File: config.mk
export PLATFORM = sky130hd
export DESIGN_NAME = sram_port_ctrl_flat
export DESIGN_NICKNAME = d
export VERILOG_FILES = /design/src/rtl/sram_ctrl_pkg.sv /design/src/rtl/sram_port_ctrl_if.sv /design/src/rtl/sram_rsp_fifo.sv /design/src/rtl/sram_port_ctrl.sv /design/src/flat_wrapper.sv
export SDC_FILE = /design/constraint.sdc
export NUM_CORES = 1
export LEC_CHECK = 0
export BUFFER_PORTS_ARGS = -buffer_cell sky130_fd_sc_hd__buf_2
export CAP_MARGIN = 30
export CORE_UTILIZATION = 45
export DETAILED_ROUTE_END_ITERATION = 12
export PLACE_DENSITY = 0.79
export SETUP_SLACK_MARGIN = 0.15
export SLEW_MARGIN = 30
export SYNTH_ARGS = -nofsm -noshare
export SYNTH_HDL_FRONTEND = slang
export SYNTH_HIERARCHICAL = 1
export SYNTH_SLANG_ARGS = --single-unit
export TNS_END_PERCENT = 5
File: constraint.sdc
create_clock -name clk0 -period 3.11 [get_ports clk0]
set_input_delay 0 -clock clk0 [delete_from_list [all_inputs] [get_ports clk0]]
set_output_delay 0 -clock clk0 [all_outputs]
set_load 0.05 [all_outputs]
File: src/rtl/sram_ctrl_pkg.sv
// sram_ctrl_pkg: shared defaults and request record for the SRAM port controller.
//   DEF_DATA_WIDTH / DEF_ADDR_WIDTH match the 1024 x 32 macro, DEF_RSP_DEPTH sizes the response FIFO.
package sram_ctrl_pkg;
    localparam int DEF_DATA_WIDTH = 32;
    localparam int DEF_ADDR_WIDTH = 10;
    localparam int DEF_RSP_DEPTH  = 4;
    typedef struct packed {
        logic                      we;
        logic [DEF_ADDR_WIDTH-1:0] addr;
        logic [DEF_DATA_WIDTH-1:0] wdata;
    } sram_req_t;
endpackage

File: src/rtl/sram_port_ctrl_if.sv
// sram_port_ctrl_if: request and response valid/ready channels of the SRAM port controller.
//   master = requester/consumer side, slave = controller side.
interface sram_port_ctrl_if
    import sram_ctrl_pkg::*;
#(
    parameter int DATA_WIDTH = DEF_DATA_WIDTH,
    parameter int ADDR_WIDTH = DEF_ADDR_WIDTH
);
    logic                  req_valid;
    logic                  req_ready;
    logic                  req_we;
    logic [ADDR_WIDTH-1:0] req_addr;
    logic [DATA_WIDTH-1:0] req_wdata;
    logic                  rsp_valid;
    logic                  rsp_ready;
    logic [DATA_WIDTH-1:0] rsp_rdata;
    modport master (
        output req_valid, req_we, req_addr, req_wdata, rsp_ready,
        input  req_ready, rsp_valid, rsp_rdata
    );
    modport slave (
        input  req_valid, req_we, req_addr, req_wdata, rsp_ready,
        output req_ready, rsp_valid, rsp_rdata
    );
endinterface

File: src/rtl/sram_rsp_fifo.sv
// sram_rsp_fifo: circular response buffer.
//   in: clk0, rst0, push, pop, wdata; out: rdata (head, 0 when empty), count, full, empty.
module sram_rsp_fifo #(
    parameter int DEPTH = 4,
    parameter int WIDTH = 32,
    localparam int AW = $clog2(DEPTH)
) (
    input  logic             clk0,
    input  logic             rst0,
    input  logic             push,
    input  logic             pop,
    input  logic [WIDTH-1:0] wdata,
    output logic [WIDTH-1:0] rdata,
    output logic [AW:0]      count,
    output logic             full,
    output logic             empty
);
    logic [WIDTH-1:0] mem [DEPTH];
    logic [AW-1:0]    wr_ptr, rd_ptr;
    always_ff @(posedge clk0) begin
        if (rst0) begin
            wr_ptr <= '0;
            rd_ptr <= '0;
            count  <= '0;
        end else begin
            wr_ptr <= wr_ptr + AW'(push);
            rd_ptr <= rd_ptr + AW'(pop);
            count  <= count + (AW+1)'(push) - (AW+1)'(pop);
        end
    end
    always_ff @(posedge clk0) begin
        if (push)
            mem[wr_ptr] <= wdata;
    end
    assign empty = (count == '0);
    assign full  = (count == (AW+1)'(DEPTH));
    assign rdata = empty ? '0 : mem[rd_ptr];
endmodule

File: src/rtl/sram_port_ctrl.sv
// sram_port_ctrl: initiator-side controller for a single-port RW SRAM macro.
//   clk0/rst0: clock shared with the macro, sync active-high reset.
//   bus (slave): request channel in, read-response channel out.
//   sram_*0: macro port 0 pins (csb/web active-low); busy: read in flight or data buffered.
module sram_port_ctrl
    import sram_ctrl_pkg::*;
#(
    parameter int DATA_WIDTH = DEF_DATA_WIDTH,
    parameter int ADDR_WIDTH = DEF_ADDR_WIDTH,
    parameter int RSP_DEPTH  = DEF_RSP_DEPTH
) (
    input  logic                  clk0,
    input  logic                  rst0,
    sram_port_ctrl_if.slave       bus,
    output logic                  sram_csb0,
    output logic                  sram_web0,
    output logic [ADDR_WIDTH-1:0] sram_addr0,
    output logic [DATA_WIDTH-1:0] sram_din0,
    input  logic [DATA_WIDTH-1:0] sram_dout0,
    output logic                  busy
);
    localparam int CW = $clog2(RSP_DEPTH) + 1;
    logic                  accept, rd_s1, credit, pop, full, empty;
    logic [CW-1:0]         count;
    logic [DATA_WIDTH-1:0] head;
    // A read needs a free slot counting the one already in flight: count + rd_s1 < RSP_DEPTH.
    // Pops free a slot only once count has dropped, i.e. on the following cycle.
    assign credit        = ~full & ~(rd_s1 & (count == CW'(RSP_DEPTH - 1)));
    assign bus.req_ready = ~rst0 & (bus.req_we | credit);
    assign accept        = bus.req_valid & bus.req_ready;
    assign sram_csb0     = ~accept;
    assign sram_web0     = ~bus.req_we;
    assign sram_addr0    = bus.req_addr;
    assign sram_din0     = bus.req_wdata;
    always_ff @(posedge clk0) begin
        rd_s1 <= rst0 ? 1'b0 : accept & ~bus.req_we;
    end
    sram_rsp_fifo #(.DEPTH(RSP_DEPTH), .WIDTH(DATA_WIDTH)) u_fifo (
        .clk0  (clk0),
        .rst0  (rst0),
        .push  (rd_s1),
        .pop   (pop),
        .wdata (sram_dout0),
        .rdata (head),
        .count (count),
        .full  (full),
        .empty (empty)
    );
    // Outputs are forced quiet during reset, before the FIFO state has cleared.
    assign bus.rsp_valid = ~rst0 & ~empty;
    assign bus.rsp_rdata = rst0 ? '0 : head;
    assign pop           = bus.rsp_valid & bus.rsp_ready;
    assign busy          = ~rst0 & (rd_s1 | ~empty);
endmodule
File: src/flat_wrapper.sv
// flat-port wrapper written by rule: the top's interface ports become plain ports
module sram_port_ctrl_flat import sram_ctrl_pkg::*;
#(
    parameter int DATA_WIDTH = DEF_DATA_WIDTH,
    parameter int ADDR_WIDTH = DEF_ADDR_WIDTH,
    parameter int RSP_DEPTH  = DEF_RSP_DEPTH
)
  (clk0, rst0, sram_csb0, sram_web0, sram_addr0, sram_din0, sram_dout0, busy, bus_req_valid, bus_req_we, bus_req_addr, bus_req_wdata, bus_rsp_ready, bus_req_ready, bus_rsp_valid, bus_rsp_rdata);
  sram_port_ctrl_if #(.DATA_WIDTH(DATA_WIDTH), .ADDR_WIDTH(ADDR_WIDTH)) bus_i ();
  input  logic clk0;
  input  logic rst0;
  output logic sram_csb0;
  output logic sram_web0;
  output logic [ADDR_WIDTH-1:0] sram_addr0;
  output logic [DATA_WIDTH-1:0] sram_din0;
  input  logic [DATA_WIDTH-1:0] sram_dout0;
  output logic busy;
  input wire logic [$bits(bus_i.req_valid)-1:0] bus_req_valid;
  input wire logic [$bits(bus_i.req_we)-1:0] bus_req_we;
  input wire logic [$bits(bus_i.req_addr)-1:0] bus_req_addr;
  input wire logic [$bits(bus_i.req_wdata)-1:0] bus_req_wdata;
  input wire logic [$bits(bus_i.rsp_ready)-1:0] bus_rsp_ready;
  output wire logic [$bits(bus_i.req_ready)-1:0] bus_req_ready;
  output wire logic [$bits(bus_i.rsp_valid)-1:0] bus_rsp_valid;
  output wire logic [$bits(bus_i.rsp_rdata)-1:0] bus_rsp_rdata;
  assign bus_i.req_valid = bus_req_valid;
  assign bus_i.req_we = bus_req_we;
  assign bus_i.req_addr = bus_req_addr;
  assign bus_i.req_wdata = bus_req_wdata;
  assign bus_i.rsp_ready = bus_rsp_ready;
  assign bus_req_ready = bus_i.req_ready;
  assign bus_rsp_valid = bus_i.rsp_valid;
  assign bus_rsp_rdata = bus_i.rsp_rdata;
  sram_port_ctrl #(.DATA_WIDTH(DATA_WIDTH), .ADDR_WIDTH(ADDR_WIDTH), .RSP_DEPTH(RSP_DEPTH)) u_core (.clk0(clk0), .rst0(rst0), .bus(bus_i), .sram_csb0(sram_csb0), .sram_web0(sram_web0), .sram_addr0(sram_addr0), .sram_din0(sram_din0), .sram_dout0(sram_dout0), .busy(busy));
endmodule
==> qor.txt <==
PWR
----------------------------------------------------------------------------------------
Logic gate share of total power                                                    24.2%
Psw                                                                              1.67 mW
Leakage power figure                                                             2.53 nW
Internal Dissipation                                                             3.77 mW
Peak VDD IR                                                                       422 uV
Final Power                                                                      5.44 mW
Pwr Density                                                                   771 mW/mm2
Clock power share                                                                  37.3%
Proportion of power drawn by flip-flops and latches                                38.5%
Share of total power consumed by net switching                                     30.7%

SYNTHESIS
----------------------------------------------------------------------------------------
Count of flip-flops with a built-in enable after synthesis                           128
Post-synth cell types                                                                 30
Sequential cell area fraction in the yosys report                                  68.3%
Largest cells by area after synthesis                                       edfxtp_1 (66%), mux4_2 (12%), buf_4 (5.4%)
Number of warnings reported in the yosys synthesis log                                 6
Syn_nets                                                                             412
Library cell occupying the most area in the post-synthesis netlist              edfxtp_1
Synthesized instance count                                                           328
Count of state elements after synthesis                                              136
Average size of a mapped cell                                                   17.9 um2
Post-synthesis instance area                                                 0.00586 mm2
Primary FF master, synth                                                        edfxtp_1
Share of the synthesized area in the top cell type                                 65.6%
Synth async-reset ratio                                                               0%

CLOCKING
----------------------------------------------------------------------------------------
Clock sink count                                                                     136
Number of buffers inserted to repair setup after CTS                                   0
Level count of the clock H-tree                                                        4
Max Buffers Root-to-Sink                                                               2
Clock insertion delay at the later pin of the skew report                        0.41 ns
Clock root buffer                                                              clkbuf_16
Reg clk slew, reported paths                                                     0.06 ns
Number of CTS-inserted buffers                                                        17
Number of gates resized after cts                                                      0
Clock tree from TritonCTS                                                            yes

WORST HOLD PATH
----------------------------------------------------------------------------------------
Launch instance of the worst min-delay path                                 bus_req_addr[2]
Min-delay worst type                                                        primary input to output port
Hold Path End                                                               sram_addr0[2]
Hold path cells                                                                        0

DIE
----------------------------------------------------------------------------------------
Top Ports                                                                            158
CORE AREA                                                                     0.0127 mm2
DIE AREA                                                                      0.0135 mm2
Site row count                                                                        41
Horizontal die dimension                                                          116 um
Die span in y                                                                     116 um
Effective utilization at floorplan                                                 46.3%

FLOW RUN
----------------------------------------------------------------------------------------
Reported max-cap violation count                                                       0

TIMING
----------------------------------------------------------------------------------------
Max-slew violation count                                                               0
Setup WS post-layout                                                            0.743 ns
Final critical delay including setup and external delays                         2.37 ns
Tightest Pin Transition                                                         0.922 ns
Highest clock frequency the design can meet                                    0.422 GHz
Portion of the clock cycle consumed by the worst path in the final layout          76.1%
RSZ-0062 raised after global routing                                                  no
Tightest hold margin                                                        0.0000140 ns
Number of setup violations in the final report                                         0
Number of endpoints with negative hold slack in the final report                       0
Setup Skew                                                                    0.00823 ns
Max transition margin                                                              38.5%

PLACED DESIGN
----------------------------------------------------------------------------------------
Port Buffer Count                                                                     73
Setup slack after placement                                                     0.844 ns
Cell area after placement                                                    0.00611 mm2
Placer congestion estimate                                                         0.723
Detail Placement HPWL                                                            6.79 mm

DRT
----------------------------------------------------------------------------------------
Via density per instance                                                            4.97
Routed wire per std cell                                                         18.7 um
Post-Route WL                                                                    11.1 mm
Detailed Route Iter0 Violations                                                      153
Antenna-violating nets left                                                            0
Overall via count from detail_route                                                 2939
DRC viols                                                                              0
Pre-antenna DRT Iters                                                                  4

FINISH
----------------------------------------------------------------------------------------
Synthesis-to-finish area growth                                                    20.4%
Layout Cell Area excl Fill                                                   0.00706 mm2
Most common library cell in the layout ignoring fill and taps                   edfxtp_1
Fraction of layout cells with a size suffix above 1                                37.0%
Number of filler instances in the final layout                                       999
Commonest non-fill, non-tap cells in the layout                             edfxtp_1 (128), buf_2 (73), dlygate4sd3_1 (34)
Final layout net count                                                               490
Antenna diode instance count                                                           0

GLOBAL ROUTE
----------------------------------------------------------------------------------------
First-pass GRT wire length                                                       16.9 mm
Number of global-route vias before repair                                           3140
Overall fraction of global-route tracks in use                                     17.8%
Number of antenna violations at the first check in global routing                      0
Gr ovfl total                                                                          0
Pin count of the biggest net entering global routing                                  44

CRITICAL PATH
----------------------------------------------------------------------------------------
Arrival time of the worst setup path                                             2.37 ns
Reg2reg setup slack                                                              0.79 ns
Classification of the worst setup path                                      flop to output port
Kind of start point of the critical path                                            flop
Crit Path Max Fanout                                                                  27
Register-to-Register Path Depth                                                       10
Sort of element at the end of the critical path                              output port
Source of the worst register-to-register timing path                        u_core/u_fifo/count[1]
Critical R2R Capture                                                        u_core/u_fifo/count[2]
Worst endpoint required time                                                     3.11 ns

STATUS
----------------------------------------------------------------------------------------
Run status                                                                     completed

registers in the layout (all words and copies together) (netlist names):
signal / flops
u_core/rd_s1: 1
u_core/u_fifo/count: 3
u_core/u_fifo/mem: 128
u_core/u_fifo/rd_ptr: 2
u_core/u_fifo/wr_ptr: 2
cell type report:
| class | instances | area (um2) | share of cell area, % |
|---|---|---|---|
| sequential | 136 | 4010 | 56.8 |
| multi-input combinational | 127 | 1410 | 20.0 |
| timing repair buffer | 116 | 786 | 11.1 |
| clock buffer | 17 | 425 | 6.03 |
| tap | 172 | 215 | 3.05 |
| clock inverter | 15 | 181 | 2.57 |
| inverter | 8 | 30.0 | 0.425 |
metal layers:
metal  vias up  part of all wire (%)  GRT usage [%]
met5         -                     0              0
met4         0                   4.2           11.8
li1       1338                     -              -
met3        49                   4.9           4.46
met2        87                    53           30.6
met1      1465                    38           19.7
logic make-up after synthesis:
family,Yosys count,synth area share [%]
AND/OR/NAND/NOR,84,9.03
buffers and inverters,65,8.00
multiplexers,32,12.4
adder cells (fa/ha/maj),5,1.20
XOR/XNOR,3,0.704
AO/OA/AOI/OAI,3,0.342
flip-flops,136,68.3
worst max-delay path by stage:
stage	start	to	slack [ns]
global placement	u_core/u_fifo/count[1]	u_core/u_fifo/count[2]	0.92
CTS	u_core/u_fifo/rd_ptr[0]	bus_rsp_rdata[31]	0.65
detailed placement	u_core/u_fifo/count[1]	u_core/u_fifo/count[2]	0.84
finish	u_core/u_fifo/rd_ptr[0]	bus_rsp_rdata[31]	0.74
global route	u_core/u_fifo/rd_ptr[0]	bus_rsp_rdata[31]	0.62
floorplan	u_core/rd_s1	u_core/u_fifo/mem[0][0]	-0.06
power groups by stage:
stage | Sequential [mW] | Combinational [mW] | Clock [mW]
2_1_floorplan | 2.11 | 1.18 | 0
3_3_place_gp | 2.13 | 1.28 | 0
3_5_place_dp | 2.13 | 1.30 | 0
4_1_cts | 2.10 | 1.33 | 2.06
5_1_grt | 2.10 | 1.42 | 2.13
6_report | 2.09 | 1.32 | 2.03
through the flow:
step,instances,util [%],setup TNS [ns]
2_1_floorplan,328,-,-1.99
3_3_place_gp,525,48.2,0
3_5_place_dp,525,48.2,0
4_1_cts,591,55.7,0
5_1_grt,591,55.7,0
6_report,591,55.7,0
repair_timing:
item / 4_1_cts / 5_1_grt
hold endpoints to repair: 129 / 0
hold buffers: 34 / 0
endpoints found under the setup margin: 0 / 0
critical path: stages, from the launching register on:
cell and delay (ns):
dfxtp_2 0.49, buf_12 0.28, mux4_1 0.61, and2_1 0.18, and2b_2 0.18, buf_2 0.20
cells in the mapped netlist, drive strengths merged (2+ instances only):
library cell / instances
buf: 50
inv: 8
xnor2: 2
ha: 4
mux4: 32
clkbuf: 7
and2: 33
nor2: 5
and2b: 4
dfxtp: 8
nor2b: 32
nor3b: 2
edfxtp: 128
Note: power is estimated with default switching activity, not from simulation.
